File: config.mk
export PLATFORM = sky130hd
export DESIGN_NAME = wt_ifir
export DESIGN_NICKNAME = d
export VERILOG_FILES = /design/src/rtl/wt_ifir.sv
export SDC_FILE = /design/constraint.sdc
export NUM_CORES = 2
export LEC_CHECK = 0
export BUFFER_PORTS_ARGS = -buffer_cell sky130_fd_sc_hd__buf_2
export CORE_ASPECT_RATIO = 0.9
export CORE_UTILIZATION = 30
export CTS_CLUSTER_SIZE = 8
export DETAILED_ROUTE_END_ITERATION = 6
export GPL_ROUTABILITY_DRIVEN = 0
export HOLD_SLACK_MARGIN = 0.15
export SYNTH_ARGS = -nofsm -noshare
export SYNTH_HDL_FRONTEND = slang
export SYNTH_SLANG_ARGS = --single-unit
File: constraint.sdc
create_clock -name iclk -period 46.5 [get_ports iclk]
set_input_delay 6.975 -clock iclk [delete_from_list [all_inputs] [get_ports iclk]]
set_output_delay 6.975 -clock iclk [all_outputs]
set_load 0.005 [all_outputs]
File: src/rtl/wt_ifir.sv
// Wavelet synthesis stage: upsamples the approximation/detail pair by two,
// filters each with its synthesis taps, sums the branches and emits two samples per beat.
module wt_ifir #(
   parameter int pWIDTH  = 12,
   parameter int pORDER  = 12,
   parameter int pCWIDTH = 13,
   parameter logic signed [pCWIDTH-1:0] cLO_COEFS [0:pORDER-1] = '{
      -13'sd5,    13'sd19,   13'sd2,    -13'sd130, 13'sd112,  13'sd399,
      -13'sd532, -13'sd927,  13'sd1291,  13'sd3076, 13'sd2025, 13'sd456},
   parameter logic signed [pCWIDTH-1:0] cHI_COEFS [0:pORDER-1] = '{
      13'sd456,  -13'sd2025, 13'sd3076, -13'sd1291, -13'sd927, 13'sd532,
      13'sd399,  -13'sd112, -13'sd130,  -13'sd2,     13'sd19,  13'sd5},
   parameter int pSHIFT  = 12,
   parameter int pOWIDTH = 2*pWIDTH
) (
   input  logic                      iclk,
   input  logic                      irst,
   input  logic                      iclk_ena,
   input  logic                      iena,
   input  logic signed [pWIDTH-1:0]  idat_a,
   input  logic signed [pWIDTH-1:0]  idat_d,
   output logic                      oena,
   output logic signed [pOWIDTH-1:0] odat,
   output logic                      oerr
);

   localparam int cTAPS = pORDER / 2;
   localparam int cPW   = pWIDTH + pCWIDTH;
   localparam int cAW   = cPW + $clog2(pORDER) + 1;
   localparam int cSW   = (cAW + 1 > pOWIDTH) ? cAW + 1 : pOWIDTH;
   localparam int cRSH  = (pSHIFT > 0) ? pSHIFT - 1 : 0;
   localparam logic signed [cSW-1:0] cRND =
      (pSHIFT > 0) ? ({{(cSW-1){1'b0}}, 1'b1} << cRSH) : {cSW{1'b0}};
   localparam logic signed [pOWIDTH-1:0] cOMAX = {1'b0, {(pOWIDTH-1){1'b1}}};
   localparam logic signed [pOWIDTH-1:0] cOMIN = {1'b1, {(pOWIDTH-1){1'b0}}};

   // Full-precision coefficient x sample product.
   function automatic logic signed [cPW-1:0] mul_f(
      input logic signed [pCWIDTH-1:0] w_c,
      input logic signed [pWIDTH-1:0]  w_x);
      return cPW'(w_c) * cPW'(w_x);
   endfunction

   // Round half up by pSHIFT, then clamp into the output range.
   function automatic logic signed [pOWIDTH-1:0] scale_f(
      input logic signed [cAW-1:0] w_acc);
      logic signed [cSW-1:0] w_ext;
      logic signed [cSW-1:0] w_top;
      w_ext = cSW'(w_acc) + cRND;
      w_ext = w_ext >>> pSHIFT;
      w_top = w_ext >>> (pOWIDTH - 1);
      if (w_top == {cSW{1'b0}} || w_top == {cSW{1'b1}}) begin
         return w_ext[pOWIDTH-1:0];
      end else if (w_ext[cSW-1]) begin
         return cOMIN;
      end else begin
         return cOMAX;
      end
   endfunction

   logic signed [pWIDTH-1:0]  r_a     [0:cTAPS-1];
   logic signed [pWIDTH-1:0]  r_d     [0:cTAPS-1];
   logic signed [cPW-1:0]     r_pe_a  [0:cTAPS-1];
   logic signed [cPW-1:0]     r_po_a  [0:cTAPS-1];
   logic signed [cPW-1:0]     r_pe_d  [0:cTAPS-1];
   logic signed [cPW-1:0]     r_po_d  [0:cTAPS-1];
   logic signed [cAW-1:0]     r_sum_o;
   logic signed [pOWIDTH-1:0] r_odat;
   logic                      r_v0;
   logic                      r_v1;
   logic                      r_pend;
   logic                      r_oena;
   logic                      r_oerr;

   logic signed [cAW-1:0]     w_sum_e;
   logic signed [cAW-1:0]     w_sum_o;
   logic                      w_accept;
   logic                      w_drop;

   // r_v0 marks a beat accepted on the previous enabled cycle; a second beat there is an overrun.
   assign w_accept = iena & ~r_v0;
   assign w_drop   = iena &  r_v0;

   // Delay lines: newest sample at index 0, shifted only on an accepted beat.
   always_ff @(posedge iclk) begin
      if (irst) begin
         for (int k = 0; k < cTAPS; k++) begin
            r_a[k] <= {pWIDTH{1'b0}};
            r_d[k] <= {pWIDTH{1'b0}};
         end
      end else if (iclk_ena && w_accept) begin
         for (int k = cTAPS - 1; k > 0; k--) begin
            r_a[k] <= r_a[k-1];
            r_d[k] <= r_d[k-1];
         end
         r_a[0] <= idat_a;
         r_d[0] <= idat_d;
      end
   end

   // Product stage: even taps feed the even phase, odd taps the odd phase.
   always_ff @(posedge iclk) begin
      if (irst) begin
         for (int k = 0; k < cTAPS; k++) begin
            r_pe_a[k] <= {cPW{1'b0}};
            r_po_a[k] <= {cPW{1'b0}};
            r_pe_d[k] <= {cPW{1'b0}};
            r_po_d[k] <= {cPW{1'b0}};
         end
      end else if (iclk_ena && r_v0) begin
         for (int k = 0; k < cTAPS; k++) begin
            r_pe_a[k] <= mul_f(cLO_COEFS[2*k],   r_a[k]);
            r_po_a[k] <= mul_f(cLO_COEFS[2*k+1], r_a[k]);
            r_pe_d[k] <= mul_f(cHI_COEFS[2*k],   r_d[k]);
            r_po_d[k] <= mul_f(cHI_COEFS[2*k+1], r_d[k]);
         end
      end
   end

   // Phase sums over both branches.
   always_comb begin
      w_sum_e = {cAW{1'b0}};
      w_sum_o = {cAW{1'b0}};
      for (int k = 0; k < cTAPS; k++) begin
         w_sum_e = w_sum_e + cAW'(r_pe_a[k]) + cAW'(r_pe_d[k]);
         w_sum_o = w_sum_o + cAW'(r_po_a[k]) + cAW'(r_po_d[k]);
      end
   end

   // Control and output: even sample leaves with the sums, odd sample one enabled cycle later.
   always_ff @(posedge iclk) begin
      if (irst) begin
         r_v0    <= 1'b0;
         r_v1    <= 1'b0;
         r_pend  <= 1'b0;
         r_sum_o <= {cAW{1'b0}};
         r_odat  <= {pOWIDTH{1'b0}};
         r_oena  <= 1'b0;
         r_oerr  <= 1'b0;
      end else if (iclk_ena) begin
         r_v0   <= w_accept;
         r_v1   <= r_v0;
         r_oerr <= r_oerr | w_drop;
         // Accepts are two enabled cycles apart, so r_v1 and r_pend never coincide.
         if (r_v1) begin
            r_odat  <= scale_f(w_sum_e);
            r_sum_o <= w_sum_o;
            r_pend  <= 1'b1;
            r_oena  <= 1'b1;
         end else if (r_pend) begin
            r_odat  <= scale_f(r_sum_o);
            r_pend  <= 1'b0;
            r_oena  <= 1'b1;
         end else begin
            r_oena  <= 1'b0;
         end
      end else begin
         r_oena <= 1'b0;
      end
   end

   assign oena = r_oena;
   assign odat = r_odat;
   assign oerr = r_oerr;

endmodule

## Word level (Yosys, flattened, before mapping)

Memory sizes are Yosys's and may differ from the RTL's.
Index checks and enable logic that the tools add are counted.

- Logic and storage cells: 166
- Output and inout bits: 26
- Memories kept: 6
- Bits in registers: 59
- RAM bits: 744

Memories:

| memory | depth | bits a word | rd ports | clocked after memory_dff | write ports | RTL line | RTL |
|---|---|---|---|---|---|---|---|
| r_pe_a | 6 | 25 | 6 | 0 | 6 | 63 | `logic signed [cPW-1:0] r_pe_a [0:cTAPS-1];` |
| r_pe_d | 6 | 25 | 6 | 0 | 6 | 65 | `logic signed [cPW-1:0] r_pe_d [0:cTAPS-1];` |
| r_po_a | 6 | 25 | 6 | 0 | 6 | 64 | `logic signed [cPW-1:0] r_po_a [0:cTAPS-1];` |
| r_po_d | 6 | 25 | 6 | 0 | 6 | 66 | `logic signed [cPW-1:0] r_po_d [0:cTAPS-1];` |
| r_a | 6 | 12 | 6 | 0 | 6 | 61 | `logic signed [pWIDTH-1:0] r_a [0:cTAPS-1];` |
| r_d | 6 | 12 | 6 | 0 | 6 | 62 | `logic signed [pWIDTH-1:0] r_d [0:cTAPS-1];` |

- Multipliers: 22
- Bitwise gates (word level): 41
- Equality and inequality tests: 2
- Reduce and logical (&&, ||, !) cells: 10
- $add $sub $neg: 25
- Mux-type cells: 53

Operators by type and width:

| cell | count |
|---|---|
| $mux 25 | 24 |
| $add 30x25->30 | 12 |
| $mux 12 | 12 |
| $mux 24 | 6 |
| $mul 12x12->24 const A | 4 |
| $mul 11x12->23 const A | 4 |
| $mul 4x12->16 const A | 4 |
| $add 30x13->31 const B | 2 |
| $eq 31x31->1 const B | 2 |
| $logic_not 31->1 | 2 |
| $add 29x25->30 | 2 |
| $add 28x25->29 | 2 |
| $add 27x25->28 | 2 |
| $add 26x25->27 | 2 |
| $add 25x25->26 | 2 |
| $mul 10x12->22 const A | 2 |
| $mul 9x12->21 const A | 2 |
| $mul 8x12->20 const A | 2 |
| $mul 7x12->19 const A | 2 |
| $or 1x1->1 | 37 |
| $mul 6x12->18 const A | 2 |
| $neg 12->24 | 1 |
| $mux 1 | 11 |
| $reduce_and 2->1 | 2 |
| 6 further kinds | 10 |

## Longest topological paths before layout

An unclocked memory read counts as a cell.

- Depth after elaboration: 17
- Gate-level depth with buffers: 21
- Mapped depth without buffers: 21

## Least setup slack after synthesis

No wires, ideal clock.

- Path kind: input to register
- Start point: input port irst
- End point: memory r_pe_a[0][101] (netlist name) (enable)
- Data required time: 45.586 ns
- Arrival time: 18.583 ns
- Cell stages on the path: 3
- Slack: 27.002 ns
- Cell sequence: clkbuf_1 -> clkbuf_1 -> nand2b_1

RTL lines:

| what | RTL line | RTL |
|---|---|---|
| start, declared | 17 | `input logic irst,` |
| end, declared | 63 |  |

==> run_summary.xml <==
<?xml version="1.0" encoding="UTF-8"?>
<metrics>
  <group name="power">
    <metric name="cellInternalPower" unit="mW">2.62</metric>
    <metric name="p_comb_share" unit="%">74.9</metric>
    <metric name="share_clk_of_total_power" unit="%">11.7</metric>
    <metric name="total_power" unit="mW">5.53</metric>
    <metric name="power_frac_seq" unit="%">13.5</metric>
    <metric name="leakagePower" unit="nW">41.8</metric>
    <metric name="worst_ir_drop_vdd" unit="mV">0.110</metric>
    <metric name="switch_share" unit="%">52.6</metric>
    <metric name="p_sw" unit="mW">2.91</metric>
    <metric name="power_density" unit="nW/um2">65.2</metric>
  </group>
  <group name="clocking">
    <metric name="cts_post_setup_buffers_inserted" unit="">0</metric>
    <metric name="clk_transition_reported_paths" unit="ns">0.05</metric>
    <metric name="tritoncts_num_sinks" unit="">652</metric>
    <metric name="tritoncts" unit="">yes</metric>
    <metric name="clkLatencyLatePin" unit="ns">0.73</metric>
    <metric name="tritoncts.num_buffers" unit="">94</metric>
    <metric name="cts_max_path_buffers" unit="">3</metric>
    <metric name="cts_root_buffer_type" unit="">sky130_fd_sc_hd__clkbuf_16</metric>
    <metric name="post_cts_repair_resize_count" unit="">0</metric>
    <metric name="cts-hold-fix-buffers" unit="">0</metric>
    <metric name="cts_max_level" unit="">3</metric>
  </group>
  <group name="grt">
    <metric name="grt_util_met1" unit="%">23.4</metric>
    <metric name="grtUsageMet2" unit="%">24.9</metric>
    <metric name="grt_antenna_before_repair" unit="">12</metric>
    <metric name="grt_start_max_net_pins" unit="">169</metric>
    <metric name="global_route_wire_length_before_repair" unit="um">326000</metric>
    <metric name="grt_usage" unit="%">16.4</metric>
    <metric name="grt.met3_usage" unit="%">3.40</metric>
    <metric name="first_global_vias" unit="">53300</metric>
    <metric name="overflow" unit="">0</metric>
    <metric name="grt-busiest-layer" unit="">met2</metric>
  </group>
  <group name="floorplan">
    <metric name="die_area" unit="um2">262000</metric>
    <metric name="core_area" unit="um2">258000</metric>
    <metric name="starting_density_of_the_core" unit="%">30.2</metric>
    <metric name="vertical_extent_of_the_die" unit="um">486</metric>
    <metric name="die_x" unit="um">539</metric>
    <metric name="floorplan.rows" unit="">177</metric>
    <metric name="io_pins" unit="">54</metric>
  </group>
  <group name="route">
    <metric name="drc" unit="">0</metric>
    <metric name="num_vias" unit="">50700</metric>
    <metric name="route.final.wire_length" unit="um">213000</metric>
    <metric name="drt_pass_1_iters" unit="">6</metric>
    <metric name="first_iter_violations" unit="">3798</metric>
    <metric name="ant_nets" unit="">0</metric>
    <metric name="vias_per_cell" unit="">4.63</metric>
    <metric name="detail_route.wl_per_cell" unit="um">19.4</metric>
  </group>
  <group name="critical_path">
    <metric name="worst-path-buf-inv" unit="">4</metric>
    <metric name="chain_of_cells_forming_the_critical_path" unit="">buf_6, buf_4, nand2b_4, buf_12, buf_4</metric>
    <metric name="critical_path_required" unit="ns">46.80</metric>
    <metric name="path_max_fanout" unit="">152</metric>
    <metric name="critical_path_capture_point_type" unit="">flop</metric>
    <metric name="critical_path.top_delay_family" unit="">buffers and inverters</metric>
    <metric name="critical_path.slowest_cell" unit="">sky130_fd_sc_hd__buf_4</metric>
    <metric name="critical-path-top-cell-by-count" unit="">sky130_fd_sc_hd__buf_4</metric>
    <metric name="beginning_of_the_worst_register_to_register_path" unit="">r_pe_a[0][49]</metric>
    <metric name="setup.worst_path.start_class" unit="">input pin</metric>
    <metric name="timing.critical_path.slowest_cell_delay" unit="ns">0.84</metric>
    <metric name="data_arrival_time_of_the_critical_path" unit="ns">10.58</metric>
    <metric name="setup.worst_path.start" unit="">irst</metric>
    <metric name="setup.worst_path.class" unit="">input pin to flop</metric>
  </group>
  <group name="layout">
    <metric name="area_growth_from_synthesis_to_layout" unit="%">8.91</metric>
    <metric name="multiInputGateArea" unit="um2">50600</metric>
    <metric name="reg_area" unit="um2">19100</metric>
    <metric name="nFillCells" unit="">26000</metric>
    <metric name="drive_gt1_share" unit="%">3.20</metric>
    <metric name="layout.nets" unit="">9816</metric>
  </group>
  <group name="timing">
    <metric name="rsz0062_at_grt" unit="">no</metric>
    <metric name="final.setup.tns" unit="ns">0</metric>
    <metric name="worst_hold_slack_after_final_layout" unit="ns">0.456</metric>
    <metric name="timing_hold_violations_final" unit="">0</metric>
    <metric name="slew_violations" unit="">0</metric>
    <metric name="worstMarginPinSlew" unit="ns">1.25</metric>
    <metric name="layout_setup_ws" unit="ns">36.21</metric>
    <metric name="period_utilisation_layout" unit="%">22.1</metric>
    <metric name="fin_skew" unit="ns">0.0495</metric>
    <metric name="worst_slew_margin_rel" unit="%">17.0</metric>
    <metric name="max_freq" unit="MHz">97.2</metric>
    <metric name="finalWorstPathRequiredPeriod" unit="ns">10.29</metric>
    <metric name="setup_viol_count_final" unit="">0</metric>
  </group>
  <group name="placed_design">
    <metric name="numPortBuffers" unit="">53</metric>
    <metric name="dp_hpwl" unit="um">176000</metric>
    <metric name="worst_slack_at_placement" unit="ns">35.60</metric>
  </group>
  <group name="logic_synthesis">
    <metric name="synth.net_count" unit="">9757</metric>
    <metric name="ys_async_sr_fraction" unit="%">0</metric>
    <metric name="synth.yosys.seq_area_share" unit="%">24.6</metric>
    <metric name="yosys-top-cells-area" unit="">sky130_fd_sc_hd__fa_1 27%, sky130_fd_sc_hd__edfxtp_1 23%, sky130_fd_sc_hd__ha_1 19%, sky130_fd_sc_hd__inv_1 10%, sky130_fd_sc_hd__xnor2_1 2.7%</metric>
    <metric name="average_footprint_of_a_synthesized_cell" unit="um2">10.4</metric>
    <metric name="synth.cell_area" unit="um2">78000</metric>
    <metric name="synth-main-ff-cell" unit="">sky130_fd_sc_hd__edfxtp_1</metric>
    <metric name="yosys.area.top_type" unit="">sky130_fd_sc_hd__fa_1</metric>
    <metric name="dominant_cell_by_count_in_the_synthesized_netlist" unit="">sky130_fd_sc_hd__inv_1</metric>
    <metric name="synth_edf_count" unit="">609</metric>
    <metric name="yosys_cell_types" unit="">78</metric>
    <metric name="synth_top_area_share" unit="%">26.9</metric>
    <metric name="netlist_top_cells_count" unit="">2083 x sky130_fd_sc_hd__inv_1, 1214 x sky130_fd_sc_hd__ha_1, 1047 x sky130_fd_sc_hd__fa_1</metric>
    <metric name="postSynthCellCount" unit="">7468</metric>
    <metric name="yosysWarnings" unit="">0</metric>
    <metric name="synth-seq-cells" unit="">652</metric>
  </group>
  <group name="worst_hold_path">
    <metric name="min_path_type" unit="">flop to flop</metric>
    <metric name="hold_start" unit="">odat[3]</metric>
  </group>
  <group name="outcome">
    <metric name="run_status" unit="">finished clean</metric>
  </group>
  <group name="run">
    <metric name="drv_cap" unit="">0</metric>
  </group>
</metrics>
==> power groups by stage <==
stage / Sequential [mW] / Clock [mW] / Combinational (mW)
floorplan: 0.743 / 0 / 2.77
CTS: 0.745 / 0.660 / 4.09
finish: 0.745 / 0.646 / 4.14
global route: 0.750 / 0.677 / 4.59
detailed placement: 0.756 / 0 / 4.05
global placement: 0.756 / 0 / 3.99
==> final timing paths <==
path	slack, ns	end	cells past startpoint
setup reg to reg	39.92	odat[22]	19
hold / removal	0.46	odat[3]	1
hold reg to reg	0.46	odat[3]	1
setup / recovery	36.21	r_po_a[0][84]	5
==> routing by layer <==
layer | up-vias | share of wire, %
met3 | 227 | 7.3
met5 | - | 0.016
li1 | 23700 | -
met4 | 6 | 3.1
met2 | 1347 | 43
met1 | 25400 | 47
==> registers in the layout, summed over array words and instances (netlist names) <==
register  cells
odat         19
oena          1
oerr          1
r_a          72
r_d          72
r_pe_a      100
r_pe_d      122
r_pend        1
r_po_a      125
r_po_d      118
r_sum_o      19
r_v0          1
r_v1          1
==> layout make-up <==
cell class | instances | area share, %
clock buffer | 113 | 2.89
antenna | 4 | 0.0118
clock inverter | 11 | 0.172
multi-input combinational | 4622 | 59.6
sequential | 652 | 22.6
tap | 3401 | 5.01
inverter | 2083 | 9.21
timing repair buffer | 74 | 0.564
==> placed cells by master, fill, tap and decap left out, types with 15 or more instances in the layout <==
cell type | Yosys | final
sky130_fd_sc_hd__inv_1 | 2083 | 2083
sky130_fd_sc_hd__ha_1 | 1214 | 1214
sky130_fd_sc_hd__fa_1 | 1047 | 1047
sky130_fd_sc_hd__edfxtp_1 | 609 | 609
sky130_fd_sc_hd__nor2_1 | 424 | 422
sky130_fd_sc_hd__a21oi_1 | 244 | 244
sky130_fd_sc_hd__xnor2_1 | 242 | 242
sky130_fd_sc_hd__nor3_1 | 183 | 183
sky130_fd_sc_hd__nand2_1 | 155 | 155
sky130_fd_sc_hd__and2_1 | 150 | 150
sky130_fd_sc_hd__o21ai_0 | 128 | 128
sky130_fd_sc_hd__xor2_1 | 124 | 124
sky130_fd_sc_hd__a21o_1 | 112 | 112
sky130_fd_sc_hd__clkbuf_16 | 0 | 95
sky130_fd_sc_hd__o21bai_1 | 64 | 64
sky130_fd_sc_hd__buf_2 | 0 | 52
sky130_fd_sc_hd__nand3_1 | 47 | 47
sky130_fd_sc_hd__nor2b_1 | 44 | 44
sky130_fd_sc_hd__and3_1 | 43 | 43
sky130_fd_sc_hd__dfxtp_1 | 43 | 43
sky130_fd_sc_hd__o21a_1 | 34 | 34
sky130_fd_sc_hd__a211oi_1 | 29 | 29
sky130_fd_sc_hd__nand2b_1 | 28 | 26
sky130_fd_sc_hd__or3_1 | 25 | 25
sky130_fd_sc_hd__or2_2 | 22 | 21
sky130_fd_sc_hd__nor3b_1 | 21 | 21
sky130_fd_sc_hd__mux2i_1 | 17 | 17
sky130_fd_sc_hd__clkbuf_1 | 104 | 17
sky130_fd_sc_hd__buf_4 | 5 | 17
sky130_fd_sc_hd__o31ai_1 | 15 | 15
==> worst reg2reg max path, stage by stage, from the launching register on <==
cell                        delay [ns]
sky130_fd_sc_hd__edfxtp_1         0.74
sky130_fd_sc_hd__fa_1             0.68
sky130_fd_sc_hd__inv_1            0.05
sky130_fd_sc_hd__fa_1             0.49
sky130_fd_sc_hd__inv_1            0.05
sky130_fd_sc_hd__fa_1             0.48
sky130_fd_sc_hd__fa_1             0.56
sky130_fd_sc_hd__inv_1            0.06
sky130_fd_sc_hd__fa_1             0.54
sky130_fd_sc_hd__inv_1            0.04
sky130_fd_sc_hd__ha_1             0.34
sky130_fd_sc_hd__o21ai_1          0.27
sky130_fd_sc_hd__o21ai_0          0.19
sky130_fd_sc_hd__a211oi_4         0.54
sky130_fd_sc_hd__o41ai_4          0.23
sky130_fd_sc_hd__a211oi_4         0.37
sky130_fd_sc_hd__o31ai_4          0.11
sky130_fd_sc_hd__a31oi_2          0.33
sky130_fd_sc_hd__a31oi_1          0.15
sky130_fd_sc_hd__a2111oi_2        0.28
==> stage by stage <==
step	util, %	instances	area, um2
after floorplan	-	7468	78000
after global placement	31.8	10800	82300
after detailed placement	31.8	10800	82300
after CTS	32.8	11000	84900
after global routing	32.9	11000	84900
final	32.9	11000	84900
==> kinds of logic (layout without fill, tap and decap cells) <==
group	after synthesis	after routing	synth area share (%)
flops	652	652	24.6
compound gates	776	776	6.55
mux	27	27	0.363
simple gates	1192	1192	7.47
buf+inv	2194	2281	10.6
fa+ha+maj	2261	2261	46.4
other cells	0	4	0
xor+xnor	366	366	4.11
No activity file was read; power rests on OpenSTA's default activity.
